[src/rtl/uart_rx_core.sv]
// Inverted-polarity UART receiver (idle/stop = 0, start = 1), LSB first, one stop bit.
// Optional macro UART_RX_FRAME_ERR_EN adds a one-cycle frame_err strobe on a bad stop bit.
module uart_rx_core #(
  parameter int DATA_BITS    = 8,
  parameter int CLKS_PER_BIT = 1
) (
  input  logic                 clk,
  input  logic                 reset,
  input  logic                 in,
  output logic                 ready,
  output logic [DATA_BITS-1:0] out
`ifdef UART_RX_FRAME_ERR_EN
  ,
  output logic                 frame_err
`endif
);

  localparam int H  = CLKS_PER_BIT / 2;
  localparam int CW = (CLKS_PER_BIT > 1) ? $clog2(CLKS_PER_BIT) : 1;
  localparam int BW = (DATA_BITS > 1) ? $clog2(DATA_BITS) : 1;
  localparam logic [CW-1:0] CNT_BIT  = CW'(CLKS_PER_BIT - 1);
  localparam logic [CW-1:0] CNT_HALF = CW'((H > 0) ? H - 1 : 0);

  typedef enum logic [1:0] {IDLE, START, DATA, STOP} state_t;

  state_t               state, state_n;
  logic [CW-1:0]        cnt, cnt_ld;
  logic [BW-1:0]        bitcnt;
  logic [DATA_BITS-1:0] shreg, sh_next;
  logic                 tick, last_bit;
  logic                 cnt_load, bit_clr, shift_en, done;
`ifdef UART_RX_FRAME_ERR_EN
  logic                 bad_stop;
`endif

  assign tick     = (cnt == '0);
  assign last_bit = (bitcnt == BW'(DATA_BITS - 1));

  if (DATA_BITS > 1) begin : g_sh
    assign sh_next = {in, shreg[DATA_BITS-1:1]};
  end else begin : g_sh1
    assign sh_next = in;
  end

  always_ff @(posedge clk or posedge reset) begin
    if (reset) state <= IDLE;
    else       state <= state_n;
  end

  always_comb begin
    state_n = state;
    case (state)
      IDLE:    if (in) state_n = (H > 0) ? START : DATA;
      START:   if (tick) state_n = in ? DATA : IDLE;
      DATA:    if (tick && last_bit) state_n = STOP;
      STOP:    if (tick) state_n = IDLE;
      default: state_n = IDLE;
    endcase
  end

  // Counter is reloaded at each sampling edge and counts down to the next one.
  always_comb begin
    cnt_load = 1'b0;
    cnt_ld   = '0;
    bit_clr  = 1'b0;
    shift_en = 1'b0;
    done     = 1'b0;
`ifdef UART_RX_FRAME_ERR_EN
    bad_stop = 1'b0;
`endif
    case (state)
      IDLE: if (in) begin
        cnt_load = 1'b1;
        cnt_ld   = (H > 0) ? CNT_HALF : CNT_BIT;
        bit_clr  = 1'b1;
      end
      START: if (tick && in) begin
        cnt_load = 1'b1;
        cnt_ld   = CNT_BIT;
      end
      DATA: if (tick) begin
        cnt_load = 1'b1;
        cnt_ld   = CNT_BIT;
        shift_en = 1'b1;
      end
      STOP: if (tick) begin
        done = ~in;
`ifdef UART_RX_FRAME_ERR_EN
        bad_stop = in;
`endif
      end
      default: ;
    endcase
  end

  always_ff @(posedge clk or posedge reset) begin
    if (reset) begin
      cnt    <= '0;
      bitcnt <= '0;
      shreg  <= '0;
      out    <= '0;
      ready  <= 1'b0;
    end else begin
      ready <= done;
      if (cnt_load)         cnt <= cnt_ld;
      else if (cnt != '0)   cnt <= cnt - CW'(1);
      if (bit_clr)          bitcnt <= '0;
      else if (shift_en)    bitcnt <= bitcnt + BW'(1);
      if (shift_en)         shreg <= sh_next;
      if (done)             out <= shreg;
    end
  end

`ifdef UART_RX_FRAME_ERR_EN
  always_ff @(posedge clk or posedge reset) begin
    if (reset) frame_err <= 1'b0;
    else       frame_err <= bad_stop;
  end
`endif

endmodule

[config.mk]
export PLATFORM = sky130hd
export DESIGN_NAME = uart_rx_core
export DESIGN_NICKNAME = d
export VERILOG_FILES = /design/src/rtl/uart_rx_core.sv
export SDC_FILE = /design/constraint.sdc
export NUM_CORES = 1
export LEC_CHECK = 0
export ABC_CLOCK_PERIOD_IN_PS = 1550
export CORE_MARGIN = 3
export CORE_UTILIZATION = 40
export CTS_CLUSTER_DIAMETER = 40
export DETAILED_ROUTE_END_ITERATION = 6
export SLEW_MARGIN = 20
export SYNTH_ARGS = -nofsm -noshare
export SYNTH_HDL_FRONTEND = slang
export SYNTH_SLANG_ARGS = --single-unit
[constraint.sdc]
create_clock -name clk -period 1.55 [get_ports clk]
set_input_delay 0.31 -clock clk [delete_from_list [all_inputs] [get_ports clk]]
set_output_delay 0.31 -clock clk [all_outputs]
set_load 0.005 [all_outputs]
==> results of run 1 <==
[cells in the mapped netlist]
cell type	number	share of area [%]
o21bai_1	1	0.87
ha_1	2	2.9
a22o_2	2	2.3
mux2_2	17	22
inv_1	3	1.3
a21o_2	1	1.0
and2_2	1	0.87
clkbuf_8	1	1.6
nand3b_2	1	1.3
dfrtp_1	22	64
nor2b_4	1	1.6
[path summary, 6_finish.rpt]
kind,to,cells after the start
worst max-delay path,out[5],1
worst min-delay path,shreg[0],3
worst max register to register,shreg[7],2
worst min register to register,bitcnt[1],1
max in group asynchronous,shreg[4],3
min in group clk,bitcnt[1],1
[registers in the layout, indices dropped and copies added (netlist names)]
name,count
out,8
shreg,8
bitcnt,3
state,2
ready,1
[power by group through the flow]
stage,logic (mW),registers [mW],clock network [mW]
floorplan,0.496,0.975,0
global placement,0.715,1.00,0
detailed placement,0.731,1.01,0
CTS,0.739,0.994,0.451
global route,0.799,1.03,0.475
finish,0.713,0.987,0.440
[per-stage QoR]
stage                     utilization (%)  power (mW)  setup WS (ns)
after floorplan                         -        1.47          0.382
after global placement               50.2        1.72       -0.00465
after detailed placement             50.2        1.74        -0.0166
after CTS                            52.9        2.18         0.0178
after global routing                 53.1        2.31        0.00479
final                                53.1        2.14         0.0636
[what timing repair did]
| item | CTS | global route |
|---|---|---|
| setup endpoints to repair | 0 | 2 |
| hold buffers | 0 | 0 |
| hold endpoints to repair | 0 | 0 |
| resized for setup | 0 | 2 |
[kinds of logic after synthesis]
family                     after synthesis
DFF                                     22
muxes                                   17
AOI/OAI and AO/OA                        4
buffers and inverters                    4
and+or+nand+nor                          3
adders and majority gates                2
[final cells by class]
type                            count  area, um^2
Fill cell                         183         938
Inverter                            3        11.3
Clock buffer                        3        22.5
Sequential cell                    22         551
Timing Repair Buffer               13         130
Clock inverter                      1        30.0
Multi-Input combinational cell     26         285
Tap cell                           27        33.8
[layer usage]
metal	wire [um]	track usage, %	vias up	part of all wire, %
li1	-	-	210	-
met1	606	12.6	214	49
met2	575	18.0	6	47
met3	42	2.56	2	3.4
met4	7	7.66	0	0.57
met5	0	0	-	0
==> results.md, run 1 <==
- Main combinational cell family by area after synthesis: multiplexers
- Simple-gate portion of the synthesized area: 3.78%
- Yosys warnings: 0
- Crit path max-delay cell type: clkdlybuf4s50_1
- Antenna violations before repair: 0
- Clk_lat worst skew: 0.31 ns
- Comb power frac: between 30% and 40%
- Vias after detailed routing: 432
- Rel. slew slack: about 77%
- Seq cells post-synth: 22
- PwrDens: 2010 nW/um^2
- Wirelength per Cell: 13.0 um
- First-pass GRT wire length: 2130 um
- Mapped Cells: 52
- Final WL: roughly 1200 um
- Initial core utilization: 43.0%
- Least-Margin Pin Slew: 0.343 ns
- Buffer and inverter count on the worst path: 1
- Seq/Total Area, Yosys: 64.0%
- Clock network power share: between 20% and 30%
- Int Pwr: 1.59 mW
- Sequential power share: 46.1%
- Complex-gate fraction of the synthesized area: roughly 4.2%
- Final Skew: about 0.0043 ns
- Row cnt: 16
- First drt pass iteration count: 1
- Critical-path cell list: clkdlybuf4s50_1
- Slew Limit Fails: 0
- Fin. Hold Viols: 0
- TNS Setup: 0 ns
- Sw frac: roughly a quarter
- Worst Path Arrival: 1.18 ns
- Post-Synth XOR/XNOR Area: 0%
- Syn_area_per_cell: 16.6 um^2
- Reg2reg start: state[1]
- Syn Nets: 57
- Crit path launch: out[5]
- Global-route usage over all layers: about 11%
- Critical path class: reg2out
- GPL Wtd Cong: 0.629
- CP Launch Type: flop
- Top delay family on crit path: buffers and inverters
- CTS buffer count: 3
- CP max FO: 2
- Cell area after synthesis: approximately 860 um^2
- Final worst path period share: 95.9%
- Final setup fails: 0
- Die X: roughly 52 um
- Clk buf depth: 2
- Peak VDD IR: 0.000947 V
- Area delta synth->final: 23.5%
- Largest net degree at the start of global routing: 23
- Mux share of post-synthesis cell area: 22.2%
- Max Freq: 673 MHz
- H-tree depth: 1
- Setup bufs post-CTS: 0
- Vias in the first global route: 454
- Post-route ant nets: 0
- Final net count: 74
- PortBufs: 11
- Clock-pin slew on the worst setup and hold paths: 0.13 ns
- Layout Cells excl Fill: 95
- Core Area: 2000 um^2
- Switching pwr: 554 uW
- Most frequent cells in the layout: 22 x dfrtp_1, 17 x mux2_2, 9 x clkdlybuf4s50_1
- Detailed Route Iter0 Violations: 0
- Die Height: 52.4 um
- Die Area: 2740 um^2
- Crit end category: output port
- Number of remaining DRC errors: 0
- RSZ-0062 raised after global routing: no
- Max-cap violations: 0
- Grt ovf: 0
- CP Data Required Time: 1.24 ns
- HP Class: in2async
- I/O Pins: 12
- Vias per cell: 4.55
- Cells after DPL: 91
- TritonCTS clock tree: yes
- Synth unique cells: 11
- Clock sink count: 22
- N_diodes: 0
- Slowest cell delay on critical path: 0.50 ns
- Most common cell after layout, fill and taps aside: dfrtp_1
- Min cycle time layout: approximately 1.5 ns
- Pleak: approximately 0.53 nW
- Share of cells above drive strength 1: 42.6%
- Placed cell areas: ~1000 um^2
- Status: complete, no violations
- Clock root buffer master: clkbuf_4
- Design area: 1060 um^2
- Final hold slack: ~0.32 ns
- R2R Setup Slk: roughly 0.28 ns
- Synth Area in Adders: 2.91%
No activity file was read; power rests on OpenSTA's default activity.
==> run 2, diff against run 1 <==
==> constraint.sdc (replaced) <==
create_clock -name clk -period 1.55 [get_ports clk]
set_input_delay 0.155 -clock clk [delete_from_list [all_inputs] [get_ports clk]]
set_output_delay 0.155 -clock clk [all_outputs]
set_load 0.005 [all_outputs]
==> results.md, run 2 (synthesis results as in run 1) <==
- Status: complete, no violations
- Die Height: 52.4 um (unchanged)
- Clk buf depth: 2 (unchanged)
- First drt pass iteration count: 1 (unchanged)
- Worst setup margin: 0.209 ns (+0.146 ns)
- TritonCTS clock tree: yes
- Row cnt: 16 (unchanged)
- Multi-input logic area: 285 um^2 (unchanged)
- Top delay family on crit path: buffers and inverters
- Critical-path cell list: clkdlybuf4s50_1
- Sw frac: 26.8% (+0.92 points)
- First-pass GRT wire length: 2160 um (+1.6%)
- Peak VDD IR: 0.000930 V (-1.8%)
- CP Data Required Time: 1.39 ns (+0.15 ns)
- Detailed Route Iter0 Violations: 0 (unchanged)
- H-tree depth: 1 (unchanged)
- Fin. Hold Viols: 0 (unchanged)
- Vias in the first global route: 454 (unchanged)
- Comb power frac: 35.8% (+2.5 points)
- Global-route usage over all layers: 11.0% (-0.020 points)
- Setup bufs post-CTS: 0 (unchanged)
- PwrDens: 1950 nW/um^2 (-3.3%)
- CP Launch Type: flop
- Post-CTS Resized: 0 (unchanged)
- CTS hold repair buffers: 0 (unchanged)
- TNS Setup: 0 ns (unchanged)
- I/O Pins: 12 (unchanged)
- Rel. slew slack: 77.3% (+0.29 points)
- Max Freq: 746 MHz (+11%)
- Share of cells above drive strength 1: 41.8% (-0.86 points)
- Die X: 52.4 um (unchanged)
- Largest net degree at the start of global routing: 23 (unchanged)
- Post-route ant nets: 0 (unchanged)
- Final WL: 1170 um (-4.7%)
- Worst slack, placed: 0.0883 ns (+0.105 ns)
- Clk_lat worst skew: 0.29 ns (-0.02 ns)
- Final net count: 73 (-1.4%)
- Slew Limit Fails: 0 (unchanged)
- Vias per cell: 4.68 (+2.9%)
- Crit end category: output port
- Number of remaining DRC errors: 0 (unchanged)
- GPL Wtd Cong: 0.660 (+5.0%)
- Vias after detailed routing: 440 (+1.9%)
- Register area: 551 um^2 (unchanged)
- Switching pwr: 540 uW (-2.6%)
- Buffer and inverter count on the worst path: 1 (unchanged)
- Clock root buffer master: clkbuf_4
- CTS buffer count: 3 (unchanged)
- Sequential power share: 49.2% (+3.1 points)
- Final setup fails: 0 (unchanged)
- Pleak: 0.493 nW (-7.3%)
- Crit path max-delay cell type: clkdlybuf4s50_1
- Area delta synth->final: 20.2%
- Worst Path Arrival: 1.19 ns (about the same)
- Wirelength per Cell: 12.5 um (-3.7%)
- Final worst path period share: 86.5% (-9.4 points)
- Final Skew: 0.00263 ns (-0.00163 ns)
- Core Area: 2000 um^2 (unchanged)
- Die Area: 2740 um^2 (unchanged)
- CP max FO: 2 (unchanged)
- Int Pwr: 1.47 mW (-7.0%)
- Clock-pin slew on the worst setup and hold paths: 0.12 ns (about the same)
- Crit path launch: out[7]
- Most frequent cells in the layout: 22 x dfrtp_1, 17 x mux2_2, 11 x clkdlybuf4s50_1
- Max-cap violations: 0 (unchanged)
- RSZ-0062 raised after global routing: no
- Placed cell areas: 998 um^2 (-0.75%)
- Critical path class: reg2out
- Clock sink count: 22 (unchanged)
- Design area: 1030 um^2 (-2.7%)
- Pwr Total: 2.01 mW (-5.9%)
- Clock network power share: 15.0% (-5.6 points)
- Min cycle time layout: 1.34 ns (-0.146 ns)
- Slowest cell delay on critical path: 0.51 ns (about the same)
- Reg2reg start: state[1]
- Least-Margin Pin Slew: 0.339 ns (-0.00438 ns)
- N_diodes: 0 (unchanged)
- Grt ovf: 0 (unchanged)
- FILL cells: 176 (-3.8%)
- PortBufs: 11 (unchanged)
- Most common cell after layout, fill and taps aside: dfrtp_1
- Biggest regs: out (8), shreg (8), bitcnt (3)
- Initial core utilization: 43.0% (unchanged)
- Final hold slack: 0.175 ns (-0.142 ns)
- Antenna violations before repair: 0 (unchanged)
- HP Class: in2async
- DP Wirelength: slightly above 800 um
-- run 2: worst paths after layout --
kind / depth (start not counted) / endpoint / slack (ns)
worst min-delay path: 3 / ready / 0.17
min in group clk: 1 / bitcnt[1] / 0.51
worst max-delay path: 1 / out[7] / 0.21
max in group asynchronous: 3 / out[4] / 1.16
worst min register to register: 1 / bitcnt[1] / 0.51
worst max register to register: 2 / shreg[6] / 0.28
-- run 2: worst register-to-register path, delay by kind of cell (launching register included) --
| family | cells | cell delay [ns] |
|---|---|---|
| multiplexers | 1 | 0.38 |
| AND/OR/NAND/NOR | 1 | 0.37 |
| flip-flops | 1 | 0.42 |
-- run 2: layout make-up --
cell class / count / area share (%)
inverters: 3 / 1.09
clock buffers: 4 / 3.51
multi-input cells: 26 / 27.6
flip-flops and latches: 22 / 53.2
well taps: 27 / 3.26
repair buffers: 12 / 11.4
-- run 2: power groups by stage --
stage / registers, mW / clock network, mW / logic [mW]
5_1_grt: 1.04 / 0.344 / 0.806
3_5_place_dp: 1.01 / 0 / 0.737
3_3_place_gp: 1.00 / 0 / 0.717
2_1_floorplan: 0.975 / 0 / 0.496
4_1_cts: 0.993 / 0.318 / 0.740
6_report: 0.990 / 0.302 / 0.722
-- run 2: per-stage QoR --
step | utilization (%) | cells
floorplan | - | 52
global placement | 49.9 | 90
CTS | 51.7 | 94
detailed placement | 49.9 | 90
finish | 51.7 | 94
global route | 51.7 | 94
-- run 2: metal layers --
layer  share of wire (%)  track usage, %
met3                 3.0            2.56
met2                  46            17.4
met5                   0               0
met1                  50            14.2
met4                0.60            5.11
==> run 3, diff against run 2 <==
CORE_UTILIZATION = 48   (was 40)
PLACE_DENSITY = 0.71   (was default)
==> results.md, run 3 (synthesis results as in run 1) <==
- H-tree depth: 1 (unchanged)
- Antenna violations before repair: 0 (unchanged)
- CTS buffer count: 3 (unchanged)
- CP Launch Type: flop
- Crit end category: output port
- Clk_lat worst skew: 0.31 ns (+0.02 ns)
- Setup bufs post-CTS: 0 (unchanged)
- Global-route usage over all layers: 12.0% (+0.96 points)
- Status: complete, no violations
- Post-route ant nets: 0 (unchanged)
- Clk buf depth: 2 (unchanged)
- Biggest regs: out (8), shreg (8), bitcnt (3)
- Area delta synth->final: 21.7%
- Core Area: 1590 um^2 (-20%)
- HP Class: in2async
- TNS Setup: 0 ns (unchanged)
- Int Pwr: 1.59 mW (+8.0%)
- Largest net degree at the start of global routing: 23 (unchanged)
- Final net count: 73 (unchanged)
- GPL Wtd Cong: 0.684 (+3.5%)
- Max Freq: 738 MHz (-1.0%)
- Pwr Total: 2.15 mW (+6.9%)
- CP max FO: 2 (unchanged)
- PortBufs: 11 (unchanged)
- Number of remaining DRC errors: 0 (unchanged)
- PwrDens: 2060 nW/um^2 (+5.6%)
- Final WL: 1210 um (+3.2%)
- Sw frac: 26.1% (-0.74 points)
- Peak VDD IR: 0.00118 V (+26%)
- Rel. slew slack: 77.3% (about the same)
- Clock root buffer master: clkbuf_4
- Layout Cells excl Fill: 91 (-3.2%)
- Top delay family on crit path: buffers and inverters
- Min cycle time layout: 1.35 ns (+0.0138 ns)
- Cells after DPL: 87 (-3.3%)
- Pleak: 0.500 nW (+1.4%)
- CTS hold repair buffers: 0 (unchanged)
- Critical path class: reg2out
- Clock-pin slew on the worst setup and hold paths: 0.14 ns (+0.02 ns)
- Die Area: 2340 um^2 (-15%)
- DP Wirelength: 846 um (+3.9%)
- TritonCTS clock tree: yes
- Multi-input logic area: 285 um^2 (unchanged)
- Max-cap violations: 0 (unchanged)
- Fin. Hold Viols: 0 (unchanged)
- First-pass GRT wire length: 2200 um (+1.9%)
- Most frequent cells in the layout: 22 x dfrtp_1, 17 x mux2_2, 11 x clkdlybuf4s50_1
- Final worst path period share: 87.4% (+0.89 points)
- First drt pass iteration count: 2 (+1)
- Crit path max-delay cell type: clkdlybuf4s50_1
- Share of cells above drive strength 1: 41.8% (unchanged)
- Die X: 48.4 um (-7.7%)
- Comb power frac: 33.8% (-2.0 points)
- Post-CTS Resized: 0 (unchanged)
- Row cnt: 14 (-2)
- Die Height: 48.4 um (-7.7%)
- Most common cell after layout, fill and taps aside: dfrtp_1
- Clock network power share: 20.2% (+5.2 points)
- Final Skew: 0.0175 ns (+0.0149 ns)
- Register area: 551 um^2 (unchanged)
- Vias per cell: 4.77 (+1.9%)
- FILL cells: 117 (-34%)
- Worst path depth: 1 (unchanged)
- Slowest cell delay on critical path: 0.51 ns (about the same)
- Vias after detailed routing: 434 (-1.4%)
- Initial core utilization: 54.0% (+11 points)
- Reg2reg path depth: 2 (unchanged)
- Slew Limit Fails: 0 (unchanged)
- Final hold slack: 0.157 ns (-0.0178 ns)
- Design area: 1050 um^2 (+1.2%)
- Switching pwr: 562 uW (+4.0%)
- Worst Path Arrival: 1.20 ns (about the same)
- Vias in the first global route: 481 (+5.9%)
- Critical-path cell list: clkdlybuf4s50_1
- N_diodes: 0 (unchanged)
- Sequential power share: 46.0% (-3.2 points)
- Placed cell areas: 995 um^2 (-0.38%)
- Detailed Route Iter0 Violations: 2 (+2)
- Least-Margin Pin Slew: 0.340 ns (+0.000914 ns)
- Clock sink count: 22 (unchanged)
- RSZ-0062 raised after global routing: no
- Wirelength per Cell: 13.3 um (+6.6%)
- Grt ovf: 0 (unchanged)
- CP Data Required Time: 1.39 ns (about the same)
- Final setup fails: 0 (unchanged)
- Buffer and inverter count on the worst path: 1 (unchanged)
- I/O Pins: 12 (unchanged)
## run 3: worst min-delay path, stage by stage
cell             delay, ns
clkdlybuf4s50_1       0.39
inv_1                 0.05
buf_4                 0.27
## run 3: final cells by class
type | count | share of cell area (%)
repair buffers | 12 | 11.2
clock inverters | 1 | 2.87
well taps | 24 | 2.87
inverters | 3 | 1.08
clock buffers | 3 | 2.15
flip-flops and latches | 22 | 52.6
multi-input cells | 26 | 27.2
## run 3: routing by layer
| layer | share of wire [%] | GRT usage, % | vias to the layer above | wire [um] |
|---|---|---|---|---|
| li1 | - | - | 212 | - |
| met1 | 50 | 18.0 | 214 | 602 |
| met2 | 46 | 17.9 | 8 | 562 |
| met3 | 3.8 | 3.37 | 0 | 46 |
| met4 | 0 | 1.42 | 0 | 0 |
| met5 | 0 | 0 | - | 0 |
## run 3: path summary, 6_finish.rpt
kind / startpoint / end / slack, ns
setup reg to reg: state[1] / shreg[4] / 0.26
hold / removal: reset / shreg[1] / 0.16
setup / recovery: out[6] / out[6] / 0.20
min in group clk: in / state[1] / 0.52
max in group asynchronous: reset / out[5] / 1.16
hold reg to reg: out[0] / out[0] / 0.52
## run 3: stage by stage
step	utilization [%]	setup slack [ns]
6_report	65.7	0.195
5_1_grt	65.7	0.151
4_1_cts	65.7	0.184
3_5_place_dp	62.4	0.0997
3_3_place_gp	62.4	0.125
2_1_floorplan	-	0.382
## run 3: power groups by stage
stage               logic (mW)  registers [mW]  clock network, mW
global placement         0.715            1.00                  0
CTS                      0.745           0.995              0.442
floorplan                0.496           0.975                  0
finish                   0.728           0.990              0.436
detailed placement       0.735            1.01                  0
global route             0.804            1.03              0.469
